## src/rtl/median_stream_ctrl.sv

```systemverilog
// Median-filter stream controller: delays syncs and centre pixels, measures frame
// geometry, and picks raw/black/median per pixel. MEDIAN_CTRL_STATS_EN builds frame/error counters.
module median_stream_ctrl #(
    parameter int MED_LAT  = 4,
    parameter int SYNC_LAT = 6,
    parameter int BORDER   = 2
) (
    input  logic        clk,
    input  logic        rst_n,
    input  logic        rx_dv,
    input  logic        rx_hs,
    input  logic        rx_vs,
    input  logic [7:0]  ctr_red,
    input  logic [7:0]  ctr_green,
    input  logic [7:0]  ctr_blue,
    input  logic [7:0]  med_red,
    input  logic [7:0]  med_green,
    input  logic [7:0]  med_blue,
    input  logic        border_mode,
    input  logic        filt_en,
    output logic        tx_dv,
    output logic        tx_hs,
    output logic        tx_vs,
    output logic [7:0]  tx_red,
    output logic [7:0]  tx_green,
    output logic [7:0]  tx_blue,
    output logic        locked,
    output logic [11:0] h_active,
    output logic [11:0] v_active,
    output logic [15:0] frame_cnt,
    output logic [7:0]  err_cnt
);

    typedef enum logic [1:0] {IDLE, MEASURE, RUN} state_t;

    localparam logic [12:0] BORDER_W = 13'(BORDER);
    localparam logic [11:0] CNT_MAX  = 12'hFFF;

    // Reset asserts asynchronously, releases two clocks later.
    logic [1:0] rst_sync_reg;
    logic       rst_int_n;

    always_ff @(posedge clk or negedge rst_n) begin
        if (!rst_n) rst_sync_reg <= 2'b00;
        else        rst_sync_reg <= {rst_sync_reg[0], 1'b1};
    end
    assign rst_int_n = rst_sync_reg[1];

    // Sync pipeline, element i = {vs, hs, dv} after i+1 registers.
    logic [2:0] sync_pipe_reg [0:SYNC_LAT-1];

    always_ff @(posedge clk or negedge rst_int_n) begin
        if (!rst_int_n) begin
            for (int i = 0; i < SYNC_LAT; i++) sync_pipe_reg[i] <= 3'b000;
        end else begin
            sync_pipe_reg[0] <= {rx_vs, rx_hs, rx_dv};
            for (int i = 1; i < SYNC_LAT; i++) sync_pipe_reg[i] <= sync_pipe_reg[i-1];
        end
    end
    assign {tx_vs, tx_hs, tx_dv} = sync_pipe_reg[SYNC_LAT-1];

    // The stage feeding the last register drives the registered pixel select.
    logic pre_dv, pre_vs;
    generate
        if (SYNC_LAT >= 2) begin : g_pre_pipe
            assign pre_dv = sync_pipe_reg[SYNC_LAT-2][0];
            assign pre_vs = sync_pipe_reg[SYNC_LAT-2][2];
        end else begin : g_pre_direct
            assign pre_dv = rx_dv;
            assign pre_vs = rx_vs;
        end
    endgenerate

    logic dv_fall, vs_rise;
    assign dv_fall = tx_dv & ~pre_dv;
    assign vs_rise = pre_vs & ~tx_vs;

    logic [23:0] ctr_d;
    generate
        if (MED_LAT >= 1) begin : g_ctr_dly
            logic [23:0] ctr_pipe_reg [0:MED_LAT-1];
            always_ff @(posedge clk or negedge rst_int_n) begin
                if (!rst_int_n) begin
                    for (int i = 0; i < MED_LAT; i++) ctr_pipe_reg[i] <= '0;
                end else begin
                    ctr_pipe_reg[0] <= {ctr_red, ctr_green, ctr_blue};
                    for (int i = 1; i < MED_LAT; i++) ctr_pipe_reg[i] <= ctr_pipe_reg[i-1];
                end
            end
            assign ctr_d = ctr_pipe_reg[MED_LAT-1];
        end else begin : g_ctr_direct
            assign ctr_d = {ctr_red, ctr_green, ctr_blue};
        end
    endgenerate

    logic [11:0] col_reg, row_reg, frame_rows;
    // A line ending on the same cycle as vs rise still counts toward the frame.
    assign frame_rows = (dv_fall && row_reg != CNT_MAX) ? row_reg + 12'd1 : row_reg;

    always_ff @(posedge clk or negedge rst_int_n) begin
        if (!rst_int_n) begin
            col_reg <= '0;
            row_reg <= '0;
        end else begin
            if (dv_fall)                        col_reg <= '0;
            else if (pre_dv && col_reg != CNT_MAX) col_reg <= col_reg + 12'd1;
            if (vs_rise)                        row_reg <= '0;
            else if (dv_fall && row_reg != CNT_MAX) row_reg <= row_reg + 12'd1;
        end
    end

    state_t      state_reg, state_next;
    logic        armed_reg, armed_next;
    logic        len_valid_reg, len_valid_next;
    logic [11:0] line_len_reg, line_len_next;
    logic [11:0] h_active_reg, h_active_next;
    logic [11:0] v_active_reg, v_active_next;
    logic        err_event;
    logic        line_bad, frame_bad;

    // A saturated column count can never be a legal line length.
    assign line_bad  = dv_fall && (col_reg != h_active_reg || col_reg == CNT_MAX);
    assign frame_bad = vs_rise && (frame_rows != v_active_reg);

    always_comb begin
        state_next     = state_reg;
        armed_next     = armed_reg;
        len_valid_next = len_valid_reg;
        line_len_next  = line_len_reg;
        h_active_next  = h_active_reg;
        v_active_next  = v_active_reg;
        err_event      = 1'b0;
        case (state_reg)
            IDLE: begin
                if (vs_rise) begin
                    state_next     = MEASURE;
                    armed_next     = 1'b1;
                    len_valid_next = 1'b0;
                end
            end
            MEASURE: begin
                if (vs_rise) begin
                    // Only a frame that started inside MEASURE is trusted.
                    if (armed_reg && (len_valid_reg || dv_fall)) begin
                        h_active_next = len_valid_reg ? line_len_reg : col_reg;
                        v_active_next = frame_rows;
                        state_next    = RUN;
                    end
                    armed_next     = 1'b1;
                    len_valid_next = 1'b0;
                end else if (dv_fall && armed_reg && !len_valid_reg) begin
                    line_len_next  = col_reg;
                    len_valid_next = 1'b1;
                end
            end
            RUN: begin
                if (line_bad || frame_bad) begin
                    err_event      = 1'b1;
                    state_next     = MEASURE;
                    armed_next     = vs_rise;
                    len_valid_next = 1'b0;
                end
            end
            default: state_next = IDLE;
        endcase
    end

    logic filt_reg, bmode_reg;

    always_ff @(posedge clk or negedge rst_int_n) begin
        if (!rst_int_n) begin
            state_reg     <= IDLE;
            armed_reg     <= 1'b0;
            len_valid_reg <= 1'b0;
            line_len_reg  <= '0;
            h_active_reg  <= '0;
            v_active_reg  <= '0;
            filt_reg      <= 1'b0;
            bmode_reg     <= 1'b0;
        end else begin
            state_reg     <= state_next;
            armed_reg     <= armed_next;
            len_valid_reg <= len_valid_next;
            line_len_reg  <= line_len_next;
            h_active_reg  <= h_active_next;
            v_active_reg  <= v_active_next;
            if (vs_rise) begin
                filt_reg  <= filt_en;
                bmode_reg <= border_mode;
            end
        end
    end

    assign locked   = (state_reg == RUN);
    assign h_active = h_active_reg;
    assign v_active = v_active_reg;

    logic is_border;
    assign is_border = ({1'b0, col_reg} < BORDER_W)
                    || ({1'b0, col_reg} + BORDER_W >= {1'b0, h_active_reg})
                    || ({1'b0, row_reg} < BORDER_W)
                    || ({1'b0, row_reg} + BORDER_W >= {1'b0, v_active_reg});

    logic [23:0] pix_reg, pix_next;

    always_comb begin
        pix_next = '0;
        if (!pre_dv)                    pix_next = '0;
        else if (!locked || !filt_reg)  pix_next = ctr_d;
        else if (is_border)             pix_next = bmode_reg ? 24'h0 : ctr_d;
        else                            pix_next = {med_red, med_green, med_blue};
    end

    always_ff @(posedge clk or negedge rst_int_n) begin
        if (!rst_int_n) pix_reg <= '0;
        else            pix_reg <= pix_next;
    end
    assign {tx_red, tx_green, tx_blue} = pix_reg;

`ifdef MEDIAN_CTRL_STATS_EN
    logic [15:0] frame_cnt_reg;
    logic [7:0]  err_cnt_reg;

    always_ff @(posedge clk or negedge rst_int_n) begin
        if (!rst_int_n) begin
            frame_cnt_reg <= '0;
            err_cnt_reg   <= '0;
        end else begin
            if (vs_rise)                          frame_cnt_reg <= frame_cnt_reg + 16'd1;
            if (err_event && err_cnt_reg != 8'hFF) err_cnt_reg   <= err_cnt_reg + 8'd1;
        end
    end
    assign frame_cnt = frame_cnt_reg;
    assign err_cnt   = err_cnt_reg;
`else
    logic unused_err_event;
    assign unused_err_event = err_event;
    assign frame_cnt = '0;
    assign err_cnt   = '0;
`endif

endmodule
```

## config.mk

```make
export PLATFORM = sky130hd
export DESIGN_NAME = median_stream_ctrl
export DESIGN_NICKNAME = d
export VERILOG_FILES = /design/src/rtl/median_stream_ctrl.sv
export SDC_FILE = /design/constraint.sdc
export NUM_CORES = 1
export LEC_CHECK = 0
export ABC_CLOCK_PERIOD_IN_PS = 11500
export CAP_MARGIN = 20
export CORE_MARGIN = 1
export CORE_UTILIZATION = 35
export CTS_BUF_LIST = sky130_fd_sc_hd__clkbuf_4
export DETAILED_ROUTE_END_ITERATION = 8
export GPL_TIMING_DRIVEN = 0
export HOLD_SLACK_MARGIN = 0.15
export PLACE_DENSITY = 0.52
export SLEW_MARGIN = 20
export SYNTH_ARGS = -nofsm -noshare
export SYNTH_HDL_FRONTEND = slang
export SYNTH_SLANG_ARGS = --single-unit
```

## constraint.sdc

```tcl
create_clock -name clk -period 11.5 [get_ports clk]
set_input_delay 1.725 -clock clk [delete_from_list [all_inputs] [get_ports clk]]
set_output_delay 1.725 -clock clk [all_outputs]
set_load 0.03 [all_outputs]
```

==> flow_summary.ini, run 1 <==
[run_status]
status = complete, no violations

[run]
drv_cap = 0

[pwr]
peakVddDrop_mv = 0.0739
p_seq_share_pct = 46.6
p_per_area_mw_per_mm2 = 156
p_clk_share_pct = 34.8
cellInternalPower_mw = 1.22
p_comb_share_pct = 18.6
switching_power_mw = 0.516
p_leak_nw = 4.99
p_sw_share_pct = 29.8

[die]
initial_core_util_pct = 35.9
rows = 57
core_area_mm2 = 0.0245
io_pins = 131
die-area_mm2 = 0.0258
die_w_um = 161
die_y_um = 161

[cells_and_area]
drive_gt1_share_pct = 14.5
design_area_mm2 = 0.0111
syn_to_final_growth_pct = 26.3
fin_nets = 1055
multi_input_area_mm2 = 0.00320
final_cell_mix = dfrtp_1, nand2_1, clkdlybuf4s50_1
seq_area_mm2 = 0.00516
largest_reg_flops = 72
fillers = 2355
final_common_cell = dfrtp_1

[routing]
route.vias.total = 6091
drtAntennaViolNets = 0
viasPerCell = 4.56
drtIter0Drc = 341
drt_drc_violations_left = 0
wl_per_cell_um = 15.3
wl_um = 20400
first_pass_iters = 4

[worst_setup_path]
cp_max_fo = 7
arrival_ns = 2.15
reg2reg_from = col_reg[2]
start_kind = register
critPathCaptureType = output port
required_ns = 9.78
ff2ff_path_depth = 14
path_class = register to output port
regToRegSetupSlack_ns = 7.99
r2r-end = pix_reg[3]

[cts]
numCtsBuffers = 54
cts_tree = done
postCtsSetupBuffers = 0
cts_buffer_depth = 3
ctsResizeCount = 0
cts.htree.levels = 2
cts.sinks = 206
clk_pin_slew_ns = 0.07
cts_hold_buf = 0
clk_latency_ns = 0.67
root_buffer = clkbuf_4

[sta]
rsz0062_at_grt = no
fin_ws_ns = 7.62
hold_viol = 0
skew_ns = 0.0539
max_freq_mhz = 258
setup_viol = 0
period_share_pct = 33.7
maxSlewViolCount = 0
max_slew_margin_pct = 43.6
finalSetupTns_ns = 0
hold_ws_ns = 0.225
period_needed_ns = 3.88
worstMarginPinSlew_ns = 0.847

[worst_hold_path]
hold_path_class = register to async pin

[logic_synthesis]
synth_top_area_cell = dfrtp_1
yosysSeqAreaShare_pct = 58.6
synth_edf_count = 0
synth_cells = 783
synth.area.top_cells = dfrtp_1, nand2_1, mux2i_1, ha_1, xnor2_1
syn-cell-area_mm2 = 0.00879
ys_ff_latch = 206
syn_area_per_cell_um2 = 11.2
synth_top_area_share_pct = 58.6
ys.warnings.count = 0
synthArstFlopShare_pct = 100
synth_ff_type = dfrtp_1
synth_cell_types = 67

[placement]
dp_slack_ns = 8.04
place_area_mm2 = 0.0105
place.gp.congestion = 0.836
hpwl_um = 13900
io_buffers = 106

[global_routing]
grt_overflow = 0
grt_antenna_before_repair = 1
gr-usage-all-layers_pct = 16.6
grt_pass1_wl_um = 33600
grt_max_degree = 56
grt_pass1_vias = 6108
[cell usage after synthesis, types with 2 or more instances]
library cell and n:
o2111ai_1 2, buf_4 32, nor4_2 2, and2b_1 2
o31ai_1 3, buf_2 11, o22ai_1 2, dfrtp_1 206
o21ai_1 2, nand2_1 132, a21oi_1 13, nand2b_1 7
and2_1 2, xor2_1 11, nor2b_1 7, buf_6 2
conb_1 2, inv_1 31, nand4_1 15, clkbuf_1 25
nor4_1 8, nand4_4 2, nand4b_1 2, or2_2 2
xnor2_1 29, o21a_1 4, a211o_1 3, o21ai_0 43
o211ai_1 4, a21o_1 4, ha_1 28, a31oi_1 2
mux2i_1 39, o311ai_0 2, nor2_1 33, and3_1 3
a22oi_1 2, and4_1 3, nand3_1 25, nor3_1 9
[power groups by stage]
| stage | Sequential (mW) | Clock, mW | Combinational [mW] |
|---|---|---|---|
| 3_5_place_dp | 0.823 | 0 | 0.324 |
| 6_report | 0.809 | 0.604 | 0.322 |
| 3_3_place_gp | 0.835 | 0 | 0.306 |
| 4_1_cts | 0.810 | 0.635 | 0.327 |
| 5_1_grt | 0.816 | 0.676 | 0.356 |
| 2_1_floorplan | 0.848 | 0 | 0.175 |
[worst max-delay path: stages, from the launching register on]
cell and delay (ns):
dfrtp_1 0.44, and2b_1 0.35, clkdlybuf4s50_1 0.71
[worst max-delay path by stage]
stage / startpoint / slack [ns] / cells after the start / endpoint
after floorplan: rst_sync_reg[1] / 5.33 / 0 / armed_reg
after global placement: rst_sync_reg[1] / 2.84 / 0 / pix_reg[20]
after detailed placement: col_reg[2] / 8.04 / 14 / pix_reg[15]
after CTS: state_reg[0] / 7.56 / 2 / locked
after global routing: state_reg[0] / 7.53 / 2 / locked
final: state_reg[0] / 7.62 / 2 / locked
[kinds of logic after synthesis]
group                    share of synthesized area (%)
AO/OA/AOI/OAI                                     7.54
XOR/XNOR                                          4.43
adder cells (fa/ha/maj)                           3.98
buffers and inverters                             6.00
flip-flops                                        58.6
multiplexers                                      4.44
other                                           0.0854
AND/OR/NAND/NOR                                   14.9
[through the flow]
stage	util [%]	cells	power, mW
2_1_floorplan	-	806	1.02
3_3_place_gp	42.3	1236	1.14
3_5_place_dp	42.7	1240	1.15
6_report	45.4	1335	1.73
4_1_cts	45.4	1334	1.77
5_1_grt	45.4	1335	1.85
[area by class of cell]
class                           count  area share [%]
Sequential cell                   206            46.4
Multi-Input combinational cell    499            28.8
Timing Repair Buffer              110            10.5
Clock buffer                       77            5.20
Buffer                             70            3.71
Tap cell                          324            3.65
Inverter                           31            1.05
Clock inverter                     17           0.665
Antenna cell                        1          0.0225
[metal layers]
metal / track usage (%) / routed length, µm / vias to the layer above
met1: 23.2 / 9620 / 2897
met2: 25.3 / 9440 / 158
met3: 3.64 / 958 / 35
met4: 5.84 / 362 / 0
li1: - / - / 3001
met5: 0 / 0 / -
Power figures use the tool's default switching activity.
==> run 2: changes to the inputs <==
--- a/config.mk
+++ b/config.mk
@@ -5,7 +5,7 @@
 export SDC_FILE = /design/constraint.sdc
 export NUM_CORES = 1
 export LEC_CHECK = 0
-export ABC_CLOCK_PERIOD_IN_PS = 11500
+export ABC_CLOCK_PERIOD_IN_PS = 4000
 export CAP_MARGIN = 20
 export CORE_MARGIN = 1
 export CORE_UTILIZATION = 35
==> constraint.sdc (replaced) <==
create_clock -name clk -period 4 [get_ports clk]
set_input_delay 0.6 -clock clk [delete_from_list [all_inputs] [get_ports clk]]
set_output_delay 0.6 -clock clk [all_outputs]
set_load 0.03 [all_outputs]
==> flow_summary.ini, run 2 (synthesis results as in run 1) <==
[run_status]
status = complete, no violations

[global_routing]
globalRouteMet3Util_pct = 4.55
busiest_layer = met2
grt_overflow = 0
grt_max_degree = 54
grt.met2_usage_pct = 25.9
grt_pass1_wl_um = 33100
grt_antenna_before_repair = 1
grt_pass1_vias = 6209
gr-usage-all-layers_pct = 16.4
grtUsageMet1_pct = 21.7

[cells_and_area]
syn_to_final_growth_pct = 26.3
final_cell_mix = dfrtp_1, nand2_1, clkdlybuf4s50_1
final_common_cell = dfrtp_1
largest_reg_flops = 72
final_util_pct = 45.4
fin_nets = 1056
design_area_mm2 = 0.0111
drive_gt1_share_pct = 14.6

[sta]
skew_ns = 0.0449
hold_viol = 0
period_needed_ns = 3.48
max_freq_mhz = 287
worstMarginPinSlew_ns = 0.873
setup_viol = 0
max_slew_margin_pct = 41.8
maxSlewViolCount = 0
period_share_pct = 87.1
rsz0062_at_grt = no

[worst_setup_path]
required_ns = 4.56
arrival_ns = 4.05
cp_max_fo = 10
cp_num_cells = 14
path_class = register to register
max_stage_delay_ns = 0.35
critPathCapture = pix_reg[14]
r2r-end = pix_reg[14]
cp_top_family = simple AND/OR/NAND/NOR gates
crit_chain = clkbuf_1 > nand3_1 > nor2_1 > nand3_1 > xnor2_1 > ha_1 > a21o_1 > a221oi_1 > o311ai_0 > nor2_1 > and3_1 > buf_2 > buf_4 > mux2i_1
crit_buf_inv = 3
ff2ff_path_depth = 14
regToRegSetupSlack_ns = 0.52
cp_slowest_cell = dfrtp_1
crit_path_start = col_reg[2]
start_kind = register
reg2reg_from = col_reg[2]
critPathCaptureType = register

[routing]
first_pass_iters = 4
wl_um = 20100
drtAntennaViolNets = 0
wl_per_cell_um = 15.1
route.vias.total = 6118
viasPerCell = 4.60
drtIter0Drc = 285
drt_drc_violations_left = 0

[cts]
cts.sinks = 206
ctsResizeCount = 0
numCtsBuffers = 54
clk_latency_ns = 0.68
cts.htree.levels = 2
cts_tree = done
clk_pin_slew_ns = 0.06
cts_buffer_depth = 3
root_buffer = clkbuf_4

[placement]
place_area_mm2 = 0.0105
io_buffers = 106
place.gp.congestion = 0.829
hpwl_um = 13800

[die]
core_area_mm2 = 0.0245
die-area_mm2 = 0.0258
die_y_um = 161
rows = 57
initial_core_util_pct = 35.9
io_pins = 131
die_w_um = 161

[worst_hold_path]
hold_path_class = register to async pin

[pwr]
total_power_mw = 4.96
p_leak_nw = 5.00
peakVddDrop_mv = 0.183
p_per_area_mw_per_mm2 = 447

[run]
drv_cap = 0
## run 2: changes by cell type in the layout (fill, tap and decap cells not counted)
| cell | delta |
|---|---|
| clkbuf_4 | +1 |
| clkinv_1 | -6 |
| clkinv_2 | -1 |
| clkinvlp_4 | -1 |
| dlygate4sd3_1 | +1 |
| inv_2 | +1 |
| inv_6 | +1 |
## run 2: area by class of cell
type                       count  area, µm²
tap                          324        405
sequential                   206       5160
antenna                        1       2.50
multi-input combinational    499       3200
inverter                      31        116
clock inverter                11       51.3
clock buffer                  78        586
timing repair buffer         111       1170
buffer                        70        412
fill                        2342      13400
## run 2: worst min-delay path by stage
stage | start | end | slack (ns) | cells past startpoint
after floorplan | rst_n | rst_sync_reg[0] | 0.30 | 0
after global placement | g_ctr_dly.ctr_pipe_reg[54] | g_ctr_dly.ctr_pipe_reg[30] | 0.33 | 0
after detailed placement | rst_sync_reg[1] | g_ctr_dly.ctr_pipe_reg[80] | 0.23 | 0
after CTS | rst_sync_reg[1] | g_ctr_dly.ctr_pipe_reg[80] | 0.24 | 0
after global routing | rst_sync_reg[1] | g_ctr_dly.ctr_pipe_reg[76] | 0.25 | 0
final | rst_sync_reg[1] | g_ctr_dly.ctr_pipe_reg[80] | 0.22 | 0
## run 2: what timing repair did
item,4_1_cts,5_1_grt
hold buffers,1,0
endpoints found under the hold margin,2,0
setup buffers,0,0
## run 2: worst register-to-register path: stages (launching register included)
cell      delay [ns]
dfrtp_1         0.35
clkbuf_1        0.30
nand3_1         0.28
nor2_1          0.23
nand3_1         0.11
xnor2_1         0.17
ha_1            0.30
a21o_1          0.20
a221oi_1        0.22
o311ai_0        0.22
nor2_1          0.12
and3_1          0.20
buf_2           0.23
buf_4           0.27
mux2i_1         0.22
## run 2: through the flow
step | setup WS, ns | TNS [ns] | instances | hold slack, ns
2_1_floorplan | 0.608 | 0 | 806 | 0.304
3_3_place_gp | -0.755 | -150.64 | 1236 | 0.331
3_5_place_dp | 0.519 | 0 | 1240 | 0.227
4_1_cts | 0.478 | 0 | 1330 | 0.238
5_1_grt | 0.159 | 0 | 1331 | 0.253
6_report | 0.518 | 0 | 1331 | 0.224
## run 2: power breakdown
part           internal [mW]  switching, mW  leakage [nW]
sequential              2.23         0.0979          2.56
clock                  0.887          0.818         0.385
combinational          0.393          0.535          2.06
## run 2: routing by layer
layer,wire length [µm],part of all wire [%],vias to the layer above
li1,-,-,3012
met1,9060,45,2911
met2,9370,47,161
met3,1280,6.4,34
met4,352,1.8,0
met5,0,0,-
==> run 3: changes to the inputs <==
--- a/config.mk
+++ b/config.mk
@@ -5,8 +5,8 @@
 export SDC_FILE = /design/constraint.sdc
 export NUM_CORES = 1
 export LEC_CHECK = 0
-export ABC_CLOCK_PERIOD_IN_PS = 4000
-export CAP_MARGIN = 20
+export CAP_MARGIN = 30
+export CORE_ASPECT_RATIO = 0.8
 export CORE_MARGIN = 1
 export CORE_UTILIZATION = 35
 export CTS_BUF_LIST = sky130_fd_sc_hd__clkbuf_4
==> flow_summary.ini, run 3 (synthesis results as in run 1) <==
[die]
rows = 51
initial_core_util_pct = 35.9
io_pins = 131
core_area_mm2 = 0.0245
die_w_um = 179
die-area_mm2 = 0.0258
die_y_um = 144

[cells_and_area]
largest_reg_flops = 72
final_util_pct = 45.4
final_common_cell = dfrtp_1
drive_gt1_share_pct = 14.3
final_cell_mix = dfrtp_1, nand2_1, clkdlybuf4s50_1
fin_nets = 1056
syn_to_final_growth_pct = 26.6

[sta]
hold_ws_ns = 0.215
setup_viol = 0
skew_ns = 0.0424
finalSetupTns_ns = 0
fin_ws_ns = 0.464
max_freq_mhz = 283
hold_viol = 0
period_share_pct = 88.4
max_slew_margin_pct = 45.8
maxSlewViolCount = 0
rsz0062_at_grt = no
period_needed_ns = 3.54
worstMarginPinSlew_ns = 0.813

[routing]
route.vias.total = 6195
viasPerCell = 4.64
highest_layer = met5
wl_um = 20500
wl_per_cell_um = 15.4
drtAntennaViolNets = 0
wl_met1_um = 9980
wl_met3_um = 1490
drt_drc_violations_left = 12
wl_met2_um = 8660
first_pass_iters = 7
drtIter0Drc = 325

[placement]
place.gp.congestion = 0.859
hpwl_um = 14100
dp_slack_ns = 0.502
io_buffers = 106

[pwr]
total_power_mw = 5.03
p_per_area_mw_per_mm2 = 452
p_leak_nw = 5.00
peakVddDrop_mv = 0.201

[worst_setup_path]
start_kind = register
cp_max_fo = 10
path_class = register to register
arrival_ns = 4.12
required_ns = 4.58
critPathCaptureType = register

[run_status]
status = finished with violations
violations = design-rule violations

[cts]
cts_buffer_depth = 3
cts.sinks = 206
postCtsSetupBuffers = 0
clk_latency_ns = 0.69
root_buffer = clkbuf_4
numCtsBuffers = 54
ctsResizeCount = 0
clk_pin_slew_ns = 0.07
cts.htree.levels = 2
cts_tree = done

[run]
drv_cap = 0

[global_routing]
gr-usage-all-layers_pct = 16.7
grt_pass1_wl_um = 33000
grt_pass1_vias = 6076
grt_antenna_before_repair = 2
grt_overflow = 0
grt_max_degree = 54

[worst_hold_path]
hold_path_class = register to async pin
-- run 3: area by class of cell --
type / instances / area, µm²
clock buffer: 76 / 571
antenna: 2 / 5.00
multi-input combinational: 499 / 3200
fill: 2405 / 13400
buffer: 70 / 412
clock inverter: 21 / 100
timing repair buffer: 111 / 1170
sequential: 206 / 5160
inverter: 31 / 116
tap: 318 / 398
-- run 3: report_power, final --
group / leakage [nW] / internal [mW] / switching, mW
clock: 0.389 / 0.885 / 0.892
combinational: 2.06 / 0.392 / 0.534
sequential: 2.56 / 2.23 / 0.100
-- run 3: layer usage --
metal,track usage [%],vias to the layer above
met5,0,-
met4,5.44,2
met3,5.08,40
met2,23.3,174
met1,24.4,2958
li1,-,3021
-- run 3: repair_timing --
action,in CTS,in global routing
setup endpoints to repair,0,0
hold buffers,1,0
endpoints found under the hold margin,2,0
-- run 3: path summary, 6_finish.rpt --
| path | from | end | slack (ns) | cells past startpoint |
|---|---|---|---|---|
| max | col_reg[2] | pix_reg[17] | 0.46 | 14 |
| min | rst_sync_reg[1] | ctr_d[20] | 0.21 | 0 |
| max reg2reg | col_reg[2] | pix_reg[17] | 0.46 | 14 |
| min reg2reg | rst_sync_reg[1] | ctr_d[20] | 0.21 | 0 |
| max in group asynchronous | rst_sync_reg[1] | line_len_reg[8] | 2.92 | 2 |
| min in group clk | g_ctr_dly.ctr_pipe_reg[31] | ctr_d[7] | 0.32 | 0 |
-- run 3: worst max-delay path, stage by stage (launching register included) --
cell and delay (ns):
dfrtp_1 0.34, clkbuf_1 0.32, nand3_1 0.31, nor2_1 0.24, nand3_1 0.12, xnor2_1 0.17, ha_1 0.30, a21o_1 0.19
a221oi_1 0.24, o311ai_0 0.17, nor2_1 0.11, and3_1 0.21, buf_2 0.23, buf_4 0.26, mux2i_1 0.23
-- run 3: metrics by stage --
| stage | instance area (µm²) | cells |
|---|---|---|
| after global routing | 11100 | 1334 |
| after global placement | 10300 | 1230 |
| after floorplan | 8880 | 806 |
| after detailed placement | 10400 | 1234 |
| final | 11100 | 1334 |
| after CTS | 11100 | 1332 |
